### src/rtl/serial_tx_pkg.sv
// Shared types and constants for the serial pattern transmitter.
// Holds the state enum, the default gap length and the length-field width helper.
package serial_tx_pkg;

  typedef enum logic [1:0] {
    IDLE,
    SHIFT,
    GAP
  } tx_state_t;

  localparam int GAP_CYCLES_DEF = 2;

  // Length field must hold WIDTH itself, hence the +1.
  function automatic int calc_lw(input int width);
    return $clog2(width) + 1;
  endfunction

endpackage

### src/rtl/tx_down_counter.sv
// Loadable down-counter with a zero flag; saturates at zero.
// Ports: i_load/i_load_val reload, i_dec decrements, o_zero flags count==0.
module tx_down_counter #(
  parameter int W = 4
) (
  input  logic         clock,
  input  logic         rst,
  input  logic         i_load,
  input  logic [W-1:0] i_load_val,
  input  logic         i_dec,
  output logic         o_zero
);

  logic [W-1:0] r_count;

  always_ff @(posedge clock or posedge rst) begin
    if (rst) begin
      r_count <= '0;
    end else if (i_load) begin
      r_count <= i_load_val;
    end else if (i_dec && (r_count != '0)) begin
      r_count <= r_count - W'(1);
    end
  end

  assign o_zero = (r_count == '0);

endmodule

### src/rtl/serial_pattern_tx.sv
// Serializes a pattern LSB first on w, followed by GAP_CYCLES forced zeros.
// Ports: in_* valid/ready pattern input, w/w_valid serial out, busy, done pulse.
// Optional SERIAL_TX_REPEAT_EN adds in_repeat (extra passes per pattern).
module serial_pattern_tx
  import serial_tx_pkg::*;
#(
  parameter int WIDTH      = 8,
  parameter int GAP_CYCLES = GAP_CYCLES_DEF,
  parameter int LW         = calc_lw(WIDTH)
) (
  input  logic             clock,
  input  logic             rst,
  input  logic             in_valid,
  output logic             in_ready,
  input  logic [WIDTH-1:0] in_data,
  input  logic [LW-1:0]    in_len,
`ifdef SERIAL_TX_REPEAT_EN
  input  logic [3:0]       in_repeat,
`endif
  output logic             w,
  output logic             w_valid,
  output logic             busy,
  output logic             done
);

  localparam int GW = (GAP_CYCLES < 2) ? 1 : $clog2(GAP_CYCLES);
  localparam logic [GW-1:0] GAP_LOAD =
    (GAP_CYCLES > 0) ? GW'(GAP_CYCLES - 1) : '0;
  localparam logic [LW-1:0] LMAX = LW'(WIDTH);

  tx_state_t        r_state, w_st_nxt;
  logic [WIDTH-1:0] r_sreg, w_sreg_nxt;
  logic             w_w_nxt, w_wv_nxt, w_done_nxt;
  logic             w_accept, w_eop;
  logic [LW-1:0]    w_len;
  logic             w_bit_ld, w_bit_dec, w_bit_zero;
  logic [LW-1:0]    w_bit_val;
  logic             w_gap_ld, w_gap_dec, w_gap_zero;

`ifdef SERIAL_TX_REPEAT_EN
  logic [WIDTH-1:0] r_store;
  logic [LW-1:0]    r_len;
  logic             w_store_ld, w_rep_ld, w_rep_dec, w_rep_zero;
`endif

  assign in_ready = (r_state == IDLE) & ~rst;
  assign busy     = (r_state != IDLE);
  assign w_accept = in_valid & in_ready;
  assign w_len    = (in_len > LMAX) ? LMAX : in_len;

  // Bit counter holds the bits still to show after the one on w.
  tx_down_counter #(.W(LW)) u_bit_cnt (
    .clock      (clock),
    .rst        (rst),
    .i_load     (w_bit_ld),
    .i_load_val (w_bit_val),
    .i_dec      (w_bit_dec),
    .o_zero     (w_bit_zero)
  );

  tx_down_counter #(.W(GW)) u_gap_cnt (
    .clock      (clock),
    .rst        (rst),
    .i_load     (w_gap_ld),
    .i_load_val (GAP_LOAD),
    .i_dec      (w_gap_dec),
    .o_zero     (w_gap_zero)
  );

`ifdef SERIAL_TX_REPEAT_EN
  tx_down_counter #(.W(4)) u_rep_cnt (
    .clock      (clock),
    .rst        (rst),
    .i_load     (w_rep_ld),
    .i_load_val (in_repeat),
    .i_dec      (w_rep_dec),
    .o_zero     (w_rep_zero)
  );
`endif

  always_comb begin
    w_st_nxt   = r_state;
    w_sreg_nxt = r_sreg;
    w_w_nxt    = 1'b0;
    w_wv_nxt   = 1'b0;
    w_done_nxt = 1'b0;
    w_bit_ld   = 1'b0;
    w_bit_val  = '0;
    w_bit_dec  = 1'b0;
    w_gap_ld   = 1'b0;
    w_gap_dec  = 1'b0;
    w_eop      = 1'b0;
`ifdef SERIAL_TX_REPEAT_EN
    w_store_ld = 1'b0;
    w_rep_ld   = 1'b0;
    w_rep_dec  = 1'b0;
`endif
    unique case (r_state)
      IDLE: begin
        if (w_accept) begin
          if (w_len == '0) begin
            w_done_nxt = 1'b1;
          end else begin
            // Bit 0 goes out on the accept edge itself.
            w_st_nxt   = SHIFT;
            w_sreg_nxt = in_data >> 1;
            w_w_nxt    = in_data[0];
            w_wv_nxt   = 1'b1;
            w_bit_ld   = 1'b1;
            w_bit_val  = w_len - LW'(1);
`ifdef SERIAL_TX_REPEAT_EN
            w_store_ld = 1'b1;
            w_rep_ld   = 1'b1;
`endif
          end
        end
      end
      SHIFT: begin
        if (!w_bit_zero) begin
          w_bit_dec  = 1'b1;
          w_sreg_nxt = r_sreg >> 1;
          w_w_nxt    = r_sreg[0];
          w_wv_nxt   = 1'b1;
        end else if (GAP_CYCLES > 0) begin
          w_st_nxt = GAP;
          w_gap_ld = 1'b1;
        end else begin
          w_eop = 1'b1;
        end
      end
      GAP: begin
        if (!w_gap_zero) w_gap_dec = 1'b1;
        else             w_eop     = 1'b1;
      end
      default: w_st_nxt = IDLE;
    endcase

    if (w_eop) begin
`ifdef SERIAL_TX_REPEAT_EN
      if (!w_rep_zero) begin
        // Next pass starts without a bubble.
        w_rep_dec  = 1'b1;
        w_st_nxt   = SHIFT;
        w_sreg_nxt = r_store >> 1;
        w_w_nxt    = r_store[0];
        w_wv_nxt   = 1'b1;
        w_bit_ld   = 1'b1;
        w_bit_val  = r_len - LW'(1);
      end else begin
        w_st_nxt   = IDLE;
        w_done_nxt = 1'b1;
      end
`else
      w_st_nxt   = IDLE;
      w_done_nxt = 1'b1;
`endif
    end
  end

  always_ff @(posedge clock or posedge rst) begin
    if (rst) begin
      r_state <= IDLE;
      r_sreg  <= '0;
      w       <= 1'b0;
      w_valid <= 1'b0;
      done    <= 1'b0;
    end else begin
      r_state <= w_st_nxt;
      r_sreg  <= w_sreg_nxt;
      w       <= w_w_nxt;
      w_valid <= w_wv_nxt;
      done    <= w_done_nxt;
    end
  end

`ifdef SERIAL_TX_REPEAT_EN
  always_ff @(posedge clock or posedge rst) begin
    if (rst) begin
      r_store <= '0;
      r_len   <= '0;
    end else if (w_store_ld) begin
      r_store <= in_data;
      r_len   <= w_len;
    end
  end
`endif

endmodule

### config.mk
export PLATFORM = sky130hd
export DESIGN_NAME = serial_pattern_tx
export DESIGN_NICKNAME = d
export VERILOG_FILES = /design/src/rtl/serial_tx_pkg.sv /design/src/rtl/tx_down_counter.sv /design/src/rtl/serial_pattern_tx.sv
export SDC_FILE = /design/constraint.sdc
export NUM_CORES = 1
export LEC_CHECK = 0
export ABC_AREA = 1
export BUFFER_PORTS_ARGS = -buffer_cell sky130_fd_sc_hd__buf_2
export CAP_MARGIN = 10
export CORE_MARGIN = 2
export CORE_UTILIZATION = 45
export CTS_CLUSTER_DIAMETER = 120
export DETAILED_ROUTE_END_ITERATION = 7
export PLACE_DENSITY = 0.65
export SKIP_CTS_REPAIR_TIMING = 1
export SLEW_MARGIN = 20
export SYNTH_ARGS = -nofsm -noshare
export SYNTH_HDL_FRONTEND = slang
export SYNTH_SLANG_ARGS = --single-unit
### constraint.sdc
create_clock -name clock -period 1.4 [get_ports clock]
set_input_delay 0.28 -clock clock [delete_from_list [all_inputs] [get_ports clock]]
set_output_delay 0.28 -clock clock [all_outputs]
set_load 0.02 [all_outputs]
Word-level counts from Yosys, hierarchy flattened:

Cells that the tools add are included.

* bitwise operators: 3
* divide/modulo/power cells: 0
* eq/ne operators: 9
* multiply operators: 0
* mux-type cells: 37
* $add $sub $neg: 3
* $lt $le $gt $ge: 1
* shifts and indexed selects: 0
* reduce and logical (&&, ||, !) cells: 12

Operators with widths (count)
* 2-to-1 mux 4 bit: 6
* 2-to-1 mux 8 bit: 3
* 2-to-1 mux 1 bit: 20
* one-hot mux 8 bit (2 select lines): 1
* inequality test 3 bit (second input constant): 3
* zero test 4 bit: 2
* 2-to-1 mux 2 bit: 4
* inequality test 2 bit (second input constant): 4
* AND reduction 4 bit: 2
* nonzero test 2 bit: 4
* subtractor 4 x 1 -> 4 bit (second input constant): 2
* one-hot mux 2 bit (3 select lines): 1
* greater-than comparator 4 bit (second input constant): 1
* one-hot mux 1 bit (2 select lines): 2
* nonzero test 4 bit: 1
* bitwise AND 1 bit: 2
* == test 2 x 1 -> 1 bit (second input constant): 1
* == test 2 bit (second input constant): 1
* logical AND 1 bit: 2
* zero test 2 bit: 1
* NOT 1 bit: 1
* subtractor 1 bit (second input constant): 1

* word-level logic and storage cells: 72
* register bits after elaboration: 18
* memory bits (read-only): 0
* bits in latches: 0
* memories: 0
* RAM bits: 0
* output and inout bits: 5

Logic depth before layout (Yosys ltp):

Gate-level depths: netlist of run 1.

* depth in word-level cells: 7
* gate-level depth with buffers: 11

Cells and area by module:

Synthesis of run 1 repeated with hierarchy kept, for this count alone.

* cell total of the unflattened synthesis: 157
* area total of the unflattened synthesis: 1098.6 um^2

Modules (own cells, without submodules)
* serial_pattern_tx: seq. area each 300.3 um^2, instances 1, cells each 102, area each 747.0 um^2
* tx_down_counter (u_bit_cnt): seq. area each 100.1 um^2, instances 1, cells each 47, area each 299.0 um^2
* tx_down_counter (u_gap_cnt): seq. area each 25.0 um^2, instances 1, cells each 8, area each 52.6 um^2

Worst setup path after synthesis of run 1:

No wires, ideal clock.

* path type: in2reg
* start: in in_len[0]
* end: reg u_bit_cnt.r_count[1]
* path slack: -0.120 ns
* data required time: 1.283 ns
* arrival: 1.403 ns
* stages: 9
* cells stage by stage: o31ai_1 > nand2_1 > ha_1 > nand2_2 > inv_1 > nor2_2 > nand2_1 > nand3_2 > nand2_1

* longest elaborated chain between the ends: 7

RTL lines
* start, declared: line serial_pattern_tx.sv:16 `input logic [LW-1:0] in_len,`
* greater-than comparator 4 bit: line serial_pattern_tx.sv:49 `assign w_len = (in_len > LMAX) ? LMAX : in_len;`
* 2-to-1 mux 4 bit (*): line serial_pattern_tx.sv:49
* subtractor 4 x 1 -> 4 bit / zero test 4 bit (equally long branches): line serial_pattern_tx.sv:110, serial_pattern_tx.sv:101
* 2-to-1 mux 4 bit / 2-to-1 mux 1 bit (equally long branches): line serial_pattern_tx.sv:101 `if (w_len == '0) begin`
* 2-to-1 mux 4 bit / 2-to-1 mux 1 bit (equally long branches): line serial_pattern_tx.sv:100 `if (w_accept) begin`
* 2-to-1 mux 4 bit / 2-to-1 mux 1 bit (equally long branches): line serial_pattern_tx.sv:98 `unique case (r_state)`
* 2-to-1 mux 4 bit / nonzero test 2 bit (equally long branches)
* end signal, assigned: line tx_down_counter.sv:20 `r_count <= i_load_val;`
* end signal, assigned: line tx_down_counter.sv:22 `r_count <= r_count - W'(1);`
* end, declared: line tx_down_counter.sv:14 `logic [W-1:0] r_count;`

Mark *: on every way between the ends. The rest lies on a longest branch, timed or not.
A chain may end at the register's enable or synchronous reset.

Worst setup path after layout of run 1:

* start: reg r_state[1]
* end: out in_ready

* longest elaborated chain between the ends: 2

RTL lines
* start, declared: line serial_pattern_tx.sv:31 `tx_state_t r_state, w_st_nxt;`
* start signal, assigned: line serial_pattern_tx.sv:168 `r_state <= w_st_nxt;`
* zero test 2 bit: line serial_pattern_tx.sv:46 `assign in_ready = (r_state == IDLE) & ~rst;`
* bitwise AND 1 bit: line serial_pattern_tx.sv:46
* end, declared: line serial_pattern_tx.sv:14 `output logic in_ready,`

Every way passes these cells.

==> results of run 1 <==
-- synth_stat cells --
cell / instances
nand2_8: 1
nand3b_1: 1
o31ai_1: 1
o21ai_2: 7
nand3_1: 5
xnor2_1: 1
nand2_4: 2
inv_2: 3
nor2_1: 5
a21oi_1: 1
xor2_1: 1
dfrtp_1: 17
nor2_2: 2
buf_2: 1
buf_12: 1
nand3_2: 2
o21ai_0: 9
nand3_4: 1
nand2_1: 44
inv_1: 18
ha_1: 3
nand2_2: 1
nor2_8: 1
-- flip-flops by register name, indices dropped and copies added (netlist names) --
register           cells
w                      1
r_state                2
u_bit_cnt.r_count      4
u_gap_cnt.r_count      1
done                   1
w_valid                1
r_sreg                 7
-- worst max path at each step --
stage,from,end,cells after the start
floorplan,in_len[0],r_sreg[0],8
global placement,in_len[0],u_bit_cnt.r_count[3],10
detailed placement,in_len[0],u_bit_cnt.r_count[1],10
CTS,r_state[0],in_ready,4
global route,r_state[0],u_bit_cnt.r_count[2],7
finish,r_state[1],in_ready,4
-- cell usage in the layout, fill, tap and decap left out --
cell type / netlist / final
nand2_2: 1 / 4
clkbuf_4: 0 / 3
o21ai_0: 9 / 9
buf_6: 0 / 1
inv_2: 3 / 3
xnor2_1: 1 / 1
xor2_1: 1 / 1
inv_1: 18 / 18
o31ai_4: 0 / 1
ha_1: 3 / 1
buf_2: 1 / 18
nand2_1: 44 / 40
a21oi_1: 1 / 1
nand2_8: 1 / 1
nor2_4: 0 / 1
ha_2: 0 / 2
nand3_4: 1 / 1
nor2_1: 5 / 5
nor2_2: 2 / 1
nor2_8: 1 / 1
o21ai_2: 7 / 7
dfrtp_1: 17 / 17
buf_4: 0 / 14
nand3_2: 2 / 2
nand3b_1: 1 / 1
clkbuf_1: 0 / 1
nand3_1: 5 / 5
nand2_4: 2 / 3
-- cell type report --
cell class | count | area [um2] | share of cell area [%]
multi-input combinational | 88 | 548 | 41.5
sequential | 17 | 425 | 32.2
timing repair buffer | 33 | 206 | 15.6
inverter | 21 | 78.8 | 5.97
tap | 28 | 35.0 | 2.65
clock buffer | 4 | 26.3 | 1.99
-- critical path: cells and delay by family (launching register included) --
family                 cells  cell delay, ps
AND/OR/NAND/NOR            2             170
buffers and inverters      2             210
flip-flops                 1             400
-- cells by family after synthesis --
logic type	synth area share, %
simple gates	32.3
buf+inv	10.0
compound gates	11.4
flops	41.0
fa+ha+maj	3.61
xor+xnor	1.69
-- where the power goes --
part | internal [mW] | switching (mW) | leakage [nW]
Combinational | 0.612 | 0.960 | 0.483
Clock | 0.111 | 0.139 | 0.0150
Sequential | 0.716 | 0.0996 | 0.212
Total | 1.44 | 1.20 | 0.711
-- metal layers --
metal	track usage, %	vias up
li1	-	463
met3	5.17	0
met4	2.63	0
met1	21.4	389
met2	28.7	16
met5	0	-
-- metrics by stage --
step,utilization [%],worst slack (ps),hold WS [ps],setup TNS (ps)
final,60.3,49.5,62.3,0
after CTS,58.8,-16.3,61.0,-16.3
after floorplan,-,-11.4,215,-100
after global routing,60.3,-11.9,76.8,-18.0
after global placement,57.6,-207,384,-1680
after detailed placement,57.6,-233,382,-2100
==> summary.md, run 1 <==
| Metric | Value |
|---|---|
| Synth top area share | `about two fifths` |
| Met1 wire length | `approximately 900 um` |
| Pwr/cell area | `roughly 2000 nW/um2` |
| Cell total after placement | `~190` |
| Iteration-0 DRC Markers | `13` |
| R2r worst-path depth | `6` |
| Crit. End Element | `output pin` |
| Mapped Area | `about 1000 um2` |
| Area of placed instances | `around 1300 um2` |
| Register-to-register setup slack | `between 100 and 150 ps` |
| Root buffer cell | `clkbuf_4` |
| Nets | `around 180` |
| Yosys reg bits | `17` |
| Post-DR wirelength/cell | `just under 10 um` |
| Clock skew | `about 8 ps` |
| Number of unique standard cell types used by synthesis | `23` |
| Antenna viol nets, final | `0` |
| Largest net degree at the start of global routing | `18` |
| Worst-skew pair later-pin latency | `around 280 ps` |
| Highest routed layer | `met3` |
| Fin area | `~1300 um2` |
| Slew Limit Fails | `0` |
| Pin slew with the least headroom to its limit | `218 ps` |
| Num CTS Buffers | `3` |
| Crit path required time | `1120 ps` |
| Detailed Routing Iterations Pass 1 | `4` |
| Worst-case clock buffer depth | `2` |
| Ratio of cells with drive above 1 in the final layout | `between 30% and 40%` |
| CTS clk-pin slew, worst paths | `around 90 ps` |
| Slowest stage delay, CP | `400 ps` |
| Die Span Y | `52.0 um` |
| Initial core utilization | `between 40 and 50%` |
| CTS tree | `yes` |
| Fmax achieved | `740 MHz` |
| Die area | `about 2700 um2` |
| Leakage | `just over 0.7 nW` |
| Port Buffers | `19` |
| Total clock sinks | `17` |
| Htree depth | `1` |
| Number of synthesis warnings | `0` |
| CP cell instances | `inv_2 -> nand2_4 -> nor2_8 -> buf_6` |
| Ant diodes | `0` |
| Final Non-Filler Cells | `~190` |
| Critical Path Source Type | `flop` |
| Vias per inst | `~4.5` |
| I/O pin count | `20` |
| Row count | `17` |
| Die X | `52.0 um` |
| Status | `complete, no violations` |
| Synth area leader | `dfrtp_1` |
| Initial antenna violation count | `0` |
| Core region area | `about 2200 um2` |
| Tot Pwr | `2.64 mW` |
| Sequential fraction of the synthesis area | `roughly two fifths` |
| Maximum VDD drop | `1.10 mV` |
| FF-to-FF End | `r_sreg[6]` |
| RSZ-0062 raised after global routing | `true` |
| Filler cell count | `slightly above 200` |
| Net Count, Synth | `~150` |
| Total track usage | `between 10% and 20%` |
| Fin. Hold Viols | `0` |
| Total vias in the final route | `roughly 870` |
| Wire length of the first global-routing pass | `3.42 mm` |
| Routed met3 length | `a little under 70 um` |
| Crit path max fanout | `3` |
| Synthesized area per cell | `between 8 and 9 um2` |
| Final worst path period need | `1350 ps` |
| Final setup viols | `0` |
| Slew HR | `85.5%` |
| DP HPWL | `roughly 1.5 mm` |
| Hold Path Class | `primary input to asynchronous set/reset pin` |
| Critical Path AT | `1070 ps` |
| Fin crit share | `between 90% and 100%` |
| Area grow syn2layout | `27.1%` |
| DR WL met2 | `888 um` |
| Synth area leaders | `dfrtp_1 41%, nand2_1 16%, inv_1 6.5%, o21ai_2 5.9%, o21ai_0 4.3%` |
| Drt drc | `0` |
| Max-cap violations | `0` |
| Final WL | `1.85 mm` |
| GPL Wtd Cong | `around 0.82` |
| Reg-to-Reg Start | `r_state[1]` |
| Synthesized instance count | `between 100 and 150` |
| Slowest-stage cell, CP | `dfrtp_1` |
| Gr ovfl total | `0` |
| Vias in the first global route | `820` |
| Crit Path Category | `flop to output pin` |
(Power assumes the default switching activity.)
==> inputs of run 2 (changes only) <==
Settings changed: SYNTH_HIERARCHICAL from default to 1.
==> run 2 against run 1 <==
The flow now finishes with violations (setup timing). Design area increased by 17%. Global-route usage increased by 3.8 points. Utilization increased by 8.2 points. Sequential cell count unchanged. Largest cell class unchanged. First-iteration DRC count decreased by 31%. Critical endpoint unchanged. Combinational power increased by 52%. Critical path depth unchanged. Final cell count increased by 20%.
==> summary.md, run 2 <==
| Metric | Value |
|---|---|
| Status | `finished with violations` |
| Failing checks | `setup timing` |
| Slew Limit Fails | `0` |
| Fin util | `between 60% and 70%` |
| Final worst slack | `-64.5 ps` |
| Die X | `approximately 53 um` |
| Crit path required time | `approximately 1100 ps` |
| Yosys reg bits | `17` |
| Post-synth ARST share | `100%` |
| Vias in the first global route | `1054` |
| Total clock sinks | `17` |
| Wire length of the first global-routing pass | `between 4 and 5 mm` |
| Htree depth | `1` |
| Nets | `roughly 220` |
| Final worst path period need | `about 1500 ps` |
| Cell family with most CP delay | `flip-flops` |
| Leakage | `roughly 0.85 nW` |
| Synth area leaders | `dfrtp_1 39%, nand2_1 22%, inv_1 6.8%, nand3_1 6.4%, ha_1 3.4%` |
| CTS tree | `yes` |
| Crit. End Element | `output pin` |
| Commonest register cell after synthesis | `dfrtp_1` |
| Most used cell, CP | `nor2_4` |
| Final Non-Filler Cells | `between 200 and 250` |
| Synth top area share | `about two fifths` |
| Num CTS Buffers | `3` |
| GPL Wtd Cong | `slightly above 0.8` |
| Commonest cells after routing, fill and taps aside | `61 x nand2_1, 19 x buf_4, 18 x buf_2, 16 x dfrtp_1, 14 x inv_1` |
| Cell total after placement | `about 220` |
| Post-DR wirelength/cell | `around 12 um` |
| Number of synthesis warnings | `6` |
| Critical Path AT | `1180 ps` |
| Slowest-stage cell, CP | `dfrtp_2` |
| Ant diodes | `0` |
| Clock skew | `1.55 ps` |
| Post-Route Setup TNS | `-64.5 ps` |
| Initial antenna violation count | `0` |
| Port Buffers | `19` |
| Fmax achieved | `683 MHz` |
| Gr ovfl total | `0` |
| Synthesized instance count | `about 160` |
| Die area | `about 2900 um2` |
| Hold Path Class | `primary input to asynchronous set/reset pin` |
| Worst-case clock buffer depth | `2` |
| Number of unique standard cell types used by synthesis | `22` |
| FF-to-FF End | `u_bit_cnt/r_count[2]` |
| Total track usage | `between 20% and 30%` |
| Total vias in the final route | `about 1100` |
| Synth area leader | `dfrtp_1` |
| Crit path max fanout | `3` |
| CTS clk-pin slew, worst paths | `100 ps` |
| Antenna viol nets, final | `0` |
| Final setup viols | `1` |
| Most frequent cell after synthesis | `nand2_1` |
| Worst Hold Slack | `approximately 57 ps` |
| Mapped Area | `1100 um2` |
| Max reg flops | `7` |
| Reg-to-Reg Start | `r_state[0]` |
| Iteration-0 DRC Markers | `9` |
| I/O pin count | `20` |
| Maximum VDD drop | `about 1.6 mV` |
| Fin. Hold Viols | `0` |
| DP HPWL | `1.92 mm` |
| Area grow syn2layout | `40.4%` |
| Critical Path Source Type | `flop` |
| Final WL | `2.71 mm` |
| Ratio of cells with drive above 1 in the final layout | `just under 40%` |
| Row count | `17` |
| Net Count, Synth | `~180` |
| CP cell instances | `nor2_4 -> inv_4 -> nor2_4 -> buf_6` |
| Largest Register | `r_sreg` |
| Root buffer cell | `clkbuf_4` |
| Most common cell after layout, fill and taps aside | `nand2_1` |
| Number of synthesized flops with an enable pin | `0` |
| Sequential fraction of the synthesis area | `about 39%` |
| Synthesized area per cell | `between 6 and 7 um2` |
| Vias per inst | `approximately 4.7` |
| Register-to-register setup slack | `20 ps` |
| Crit Path Category | `flop to output pin` |
| Fin crit share | `105%` |
| Initial core utilization | `around half` |
| Max-cap violations | `0` |
| Tot Pwr | `approximately 3.5 mW` |
| Drt drc | `0` |
| Critical path buffers and inverters | `2` |
| Worst-skew pair later-pin latency | `approximately 290 ps` |
| Core region area | `about 2300 um2` |
| Detailed Routing Iterations Pass 1 | `4` |
| Regs by FF count | `r_sreg x7, u_bit_cnt/r_count x4, r_state x2` |
| Slowest stage delay, CP | `~430 ps` |
| Pwr/cell area | `about 2300 nW/um2` |
| R2r worst-path depth | `10` |
| RSZ-0062 raised after global routing | `true` |
| Commonest cells post-synth | `64 x nand2_1, 20 x inv_1, 17 x dfrtp_1` |
| Largest net degree at the start of global routing | `13` |
| Die Span Y | `roughly 53 um` |
==> run 2: final cells by class <==
cell class / count / area, um2
timing repair buffer: 40 / 264
clock buffer: 3 / 22.5
clock inverter: 1 / 5.00
tap: 28 / 35.0
sequential: 17 / 427
multi-input combinational: 117 / 684
fill: 205 / 712
inverter: 24 / 105
==> run 2: worst max-delay path by stage <==
stage | start | end | slack [ps] | depth (start not counted)
floorplan | r_state[0] | u_bit_cnt/r_count[3] | -90 | 10
detailed placement | in_len[0] | u_bit_cnt/r_count[3] | -270 | 14
global placement | in_len[0] | u_bit_cnt/r_count[3] | -190 | 14
CTS | r_state[0] | in_ready | -110 | 4
global route | r_state[0] | in_ready | -130 | 4
finish | r_state[0] | in_ready | -60 | 4
==> run 2: cell families (layout without fill, tap and decap cells) <==
group | count (synthesis) | count (layout) | synth area share (%)
flip-flops | 17 | 17 | 38.7
AO/OA/AOI/OAI | 7 | 7 | 4.21
other | 1 | 1 | 0.341
AND/OR/NAND/NOR | 104 | 105 | 44.3
XOR/XNOR | 1 | 1 | 0.797
buffers and inverters | 24 | 68 | 8.20
adder cells (fa/ha/maj) | 3 | 3 | 3.42
==> run 2: report_power, final <==
group	internal (mW)	switching, mW	total, mW
combinational	0.956	1.43	2.39
sequential	0.710	0.119	0.829
clock	0.106	0.158	0.265
total	1.77	1.71	3.48
==> run 2: per-layer routing <==
metal	wire [um]	track usage, %	vias to the layer above
li1	-	-	569
met1	1210	23.4	502
met2	1390	37.0	19
met3	103	5.93	2
met4	12	6.41	0
met5	0	0	-
==> run 2: per-stage QoR <==
step	area, um2	setup WS (ps)
final	1540	-64.5
after global routing	1540	-130
after CTS	1410	-111
after detailed placement	1380	-266
after global placement	1380	-189
after floorplan	1120	-86.7
==> inputs of run 3 (changes only) <==
Settings changed: ABC_AREA 1 to 0, GPL_TIMING_DRIVEN from default to 0.
==> run 3 against run 2 <==
The flow still finishes with violations (setup timing). Worst setup slack got worse by 440 ps. Routed wire length fell by 19%. Clock skew rose by 2.1 ps. Global-route usage fell by 2.7 points. Hold slack got worse by 21 ps. Clock power rose by 2%. Via count fell by 26%. Critical path type is now flop to flop.
==> summary.md, run 3 <==
| Metric | Value |
|---|---|
| Status | `finished with violations` |
| Failing checks | `setup timing` |
| Vias in the first global route | `741` |
| Gr ovfl total | `0` |
| Mapped Area | `roughly 1000 um2` |
| Final Non-Filler Cells | `157` |
| Synth Area in Compound Gates | `10.5%` |
| Row count | `17` |
| Fin crit share | `136%` |
| Fin. Hold Viols | `0` |
| Worst Hold Slack | `35.8 ps` |
| Maximum VDD drop | `1.23 mV` |
| Final WL | `between 2 and 2.5 mm` |
| Die Span Y | `51.3 um` |
| Detailed Routing Iterations Pass 1 | `4` |
| Die area | `approximately 2600 um2` |
| Commonest register cell after synthesis | `dfrtp_1` |
| Cell total after placement | `141` |
| Total track usage | `between 10% and 20%` |
| Net Count, Synth | `112` |
| Post-Route Setup TNS | `-5730 ps` |
| Max reg flops | `7` |
| Largest family of logic cells by synthesized area | `simple AND/OR/NAND/NOR gates` |
| Drt drc | `0` |
| Synthesized area per cell | `10.7 um2` |
| Crit. End Element | `flop` |
| Adder-cell area share of the yosys netlist | `under 10%` |
| DP HPWL | `approximately 1.5 mm` |
| Largest net degree at the start of global routing | `13` |
| Port Buffers | `19` |
| Htree depth | `1` |
| Yosys reg bits | `17` |
| Most common cell after layout, fill and taps aside | `buf_2` |
| Clock skew | `around 3.7 ps` |
| Fin area | `between 1000 and 1500 um2` |
| Antenna viol nets, final | `0` |
| Mux cell area share after synthesis | `between 10% and 20%` |
| Commonest cells after routing, fill and taps aside | `17 x buf_2, 15 x dfrtp_1, 10 x buf_4` |
| Synth area leader | `dfrtp_1` |
| Regs by FF count | `r_sreg x7, u_bit_cnt/r_count x4, r_state x2` |
| CTS clk-pin slew, worst paths | `100 ps` |
| Worst-case clock buffer depth | `2` |
| Initial core utilization | `a little under half` |
| Max-cap violations | `0` |
| Nets | `between 100 and 150` |
| CTS tree | `yes` |
| I/O pin count | `20` |
| Vias per inst | `~5.1` |
| Area grow syn2layout | `33.1%` |
| Crit path required time | `around 1600 ps` |
| Crit path max fanout | `8` |
| Fin util | `about three fifths` |
| RSZ-0062 raised after global routing | `true` |
| Fmax achieved | `525 MHz` |
| Commonest cells post-synth | `17 x dfrtp_1, 9 x inv_1` |
| Post-DR wirelength/cell | `around 14 um` |
| Crit Path Category | `flop to flop` |
| Final worst path period need | `1910 ps` |
| Synth top area share | `42.3%` |
| Slew Limit Fails | `0` |
| Worst-skew pair later-pin latency | `between 200 and 300 ps` |
| Synth Area in Simple Gates | `about a fifth` |
| Synthesized instance count | `94` |
| Final worst slack | `-505 ps` |
| Ant diodes | `0` |
| GPL Wtd Cong | `about 0.75` |
| Initial antenna violation count | `0` |
| Number of synthesis warnings | `6` |
| Hold Path Class | `primary input to asynchronous set/reset pin` |
| Num CTS Buffers | `3` |
| Area of placed instances | `between 1000 and 1500 um2` |
| Total clock sinks | `17` |
| Wire length of the first global-routing pass | `3.44 mm` |
| Leakage | `~0.65 nW` |
| Critical Path AT | `approximately 2100 ps` |
| Post-Synth XOR/XNOR Area | `0.872%` |
| Number of unique standard cell types used by synthesis | `36` |
| Total vias in the final route | `803` |
| Die X | `51.3 um` |
| Core region area | `roughly 2200 um2` |
| Post-synth ARST share | `100%` |
| Root buffer cell | `clkbuf_4` |
| Pwr/cell area | `roughly 2200 nW/um2` |
| Largest Register | `r_sreg` |
| Synth area leaders | `dfrtp_1 42%, mux2_4 9.0%, mux2_2 6.7%, ha_1 3.7%, inv_1 3.4%` |
| Filler cell count | `195` |
| Most frequent cell after synthesis | `dfrtp_1` |
| Final setup viols | `19` |
| Critical Path Source Type | `flop` |
| Iteration-0 DRC Markers | `15` |
| Sequential fraction of the synthesis area | `a little over two fifths` |
| Ratio of cells with drive above 1 in the final layout | `around 54%` |
| Number of synthesized flops with an enable pin | `0` |
## run 3: cell count changes in the layout (fill, tap and decap cells not counted), sizes merged, moves of 4 or more
cell / change
nand2: -64
buf: -7
nor2: -8
nand2b: +4
nand3: -16
mux2: +12
inv: -13
## run 3: final cells by class
class	count	area (um2)	area share (%)
Clock buffer	4	26.3	1.96
Sequential cell	17	428	32.0
Multi-Input combinational cell	65	586	43.8
Buffer	1	5.00	0.374
Timing Repair Buffer	32	215	16.1
Tap cell	28	35.0	2.62
Inverter	10	42.5	3.18
## run 3: kinds of logic (layout without fill, tap and decap cells)
logic type,Yosys count,count (layout)
AND/OR/NAND/NOR,34,34
flip-flops,17,17
AO/OA/AOI/OAI,14,14
multiplexers,12,12
buffers and inverters,12,47
adder cells (fa/ha/maj),3,3
other,1,1
XOR/XNOR,1,1
## run 3: final timing paths
path                            depth (start not counted)                  from                    to  slack (ps)
worst max-delay path                                    7  u_bit_cnt/r_count[0]             r_sreg[4]        -510
worst min-delay path                                    2                   rst                     w          40
worst max register to register                          7  u_bit_cnt/r_count[0]             r_sreg[4]        -510
worst min register to register                          1             r_sreg[0]                     w         500
max in group asynchronous                               3                   rst  u_bit_cnt/r_count[3]         730
min in group clock                                      2            in_data[0]                     w         220
## run 3: critical path: stages (launching register included)
cell and delay (ps):
dfrtp_1 410, inv_2 100, ha_4 130, or3b_4 400, inv_4 90, inv_4 40
a32o_2 310, mux2_4 330
## run 3: where the power goes
part           total [mW]  internal (mW)  switching (mW)
registers           0.926          0.734           0.192
clock network       0.269          0.111           0.158
logic                1.81           1.04           0.773
total                3.00           1.88            1.12
## run 3: through the flow
stage	total power, mW	setup slack, ps
after detailed placement	2.36	-833
after CTS	2.63	-598
after global placement	2.29	-763
after floorplan	2.05	-440
after global routing	3.24	-557
final	3.00	-505
## run 3: per-layer routing
metal	track usage [%]	routed length, um	vias to the layer above
met3	6.14	112	4
met1	24.0	1000	380
met5	0	0	-
li1	-	-	395
met4	3.95	17	0
met2	28.4	1080	24
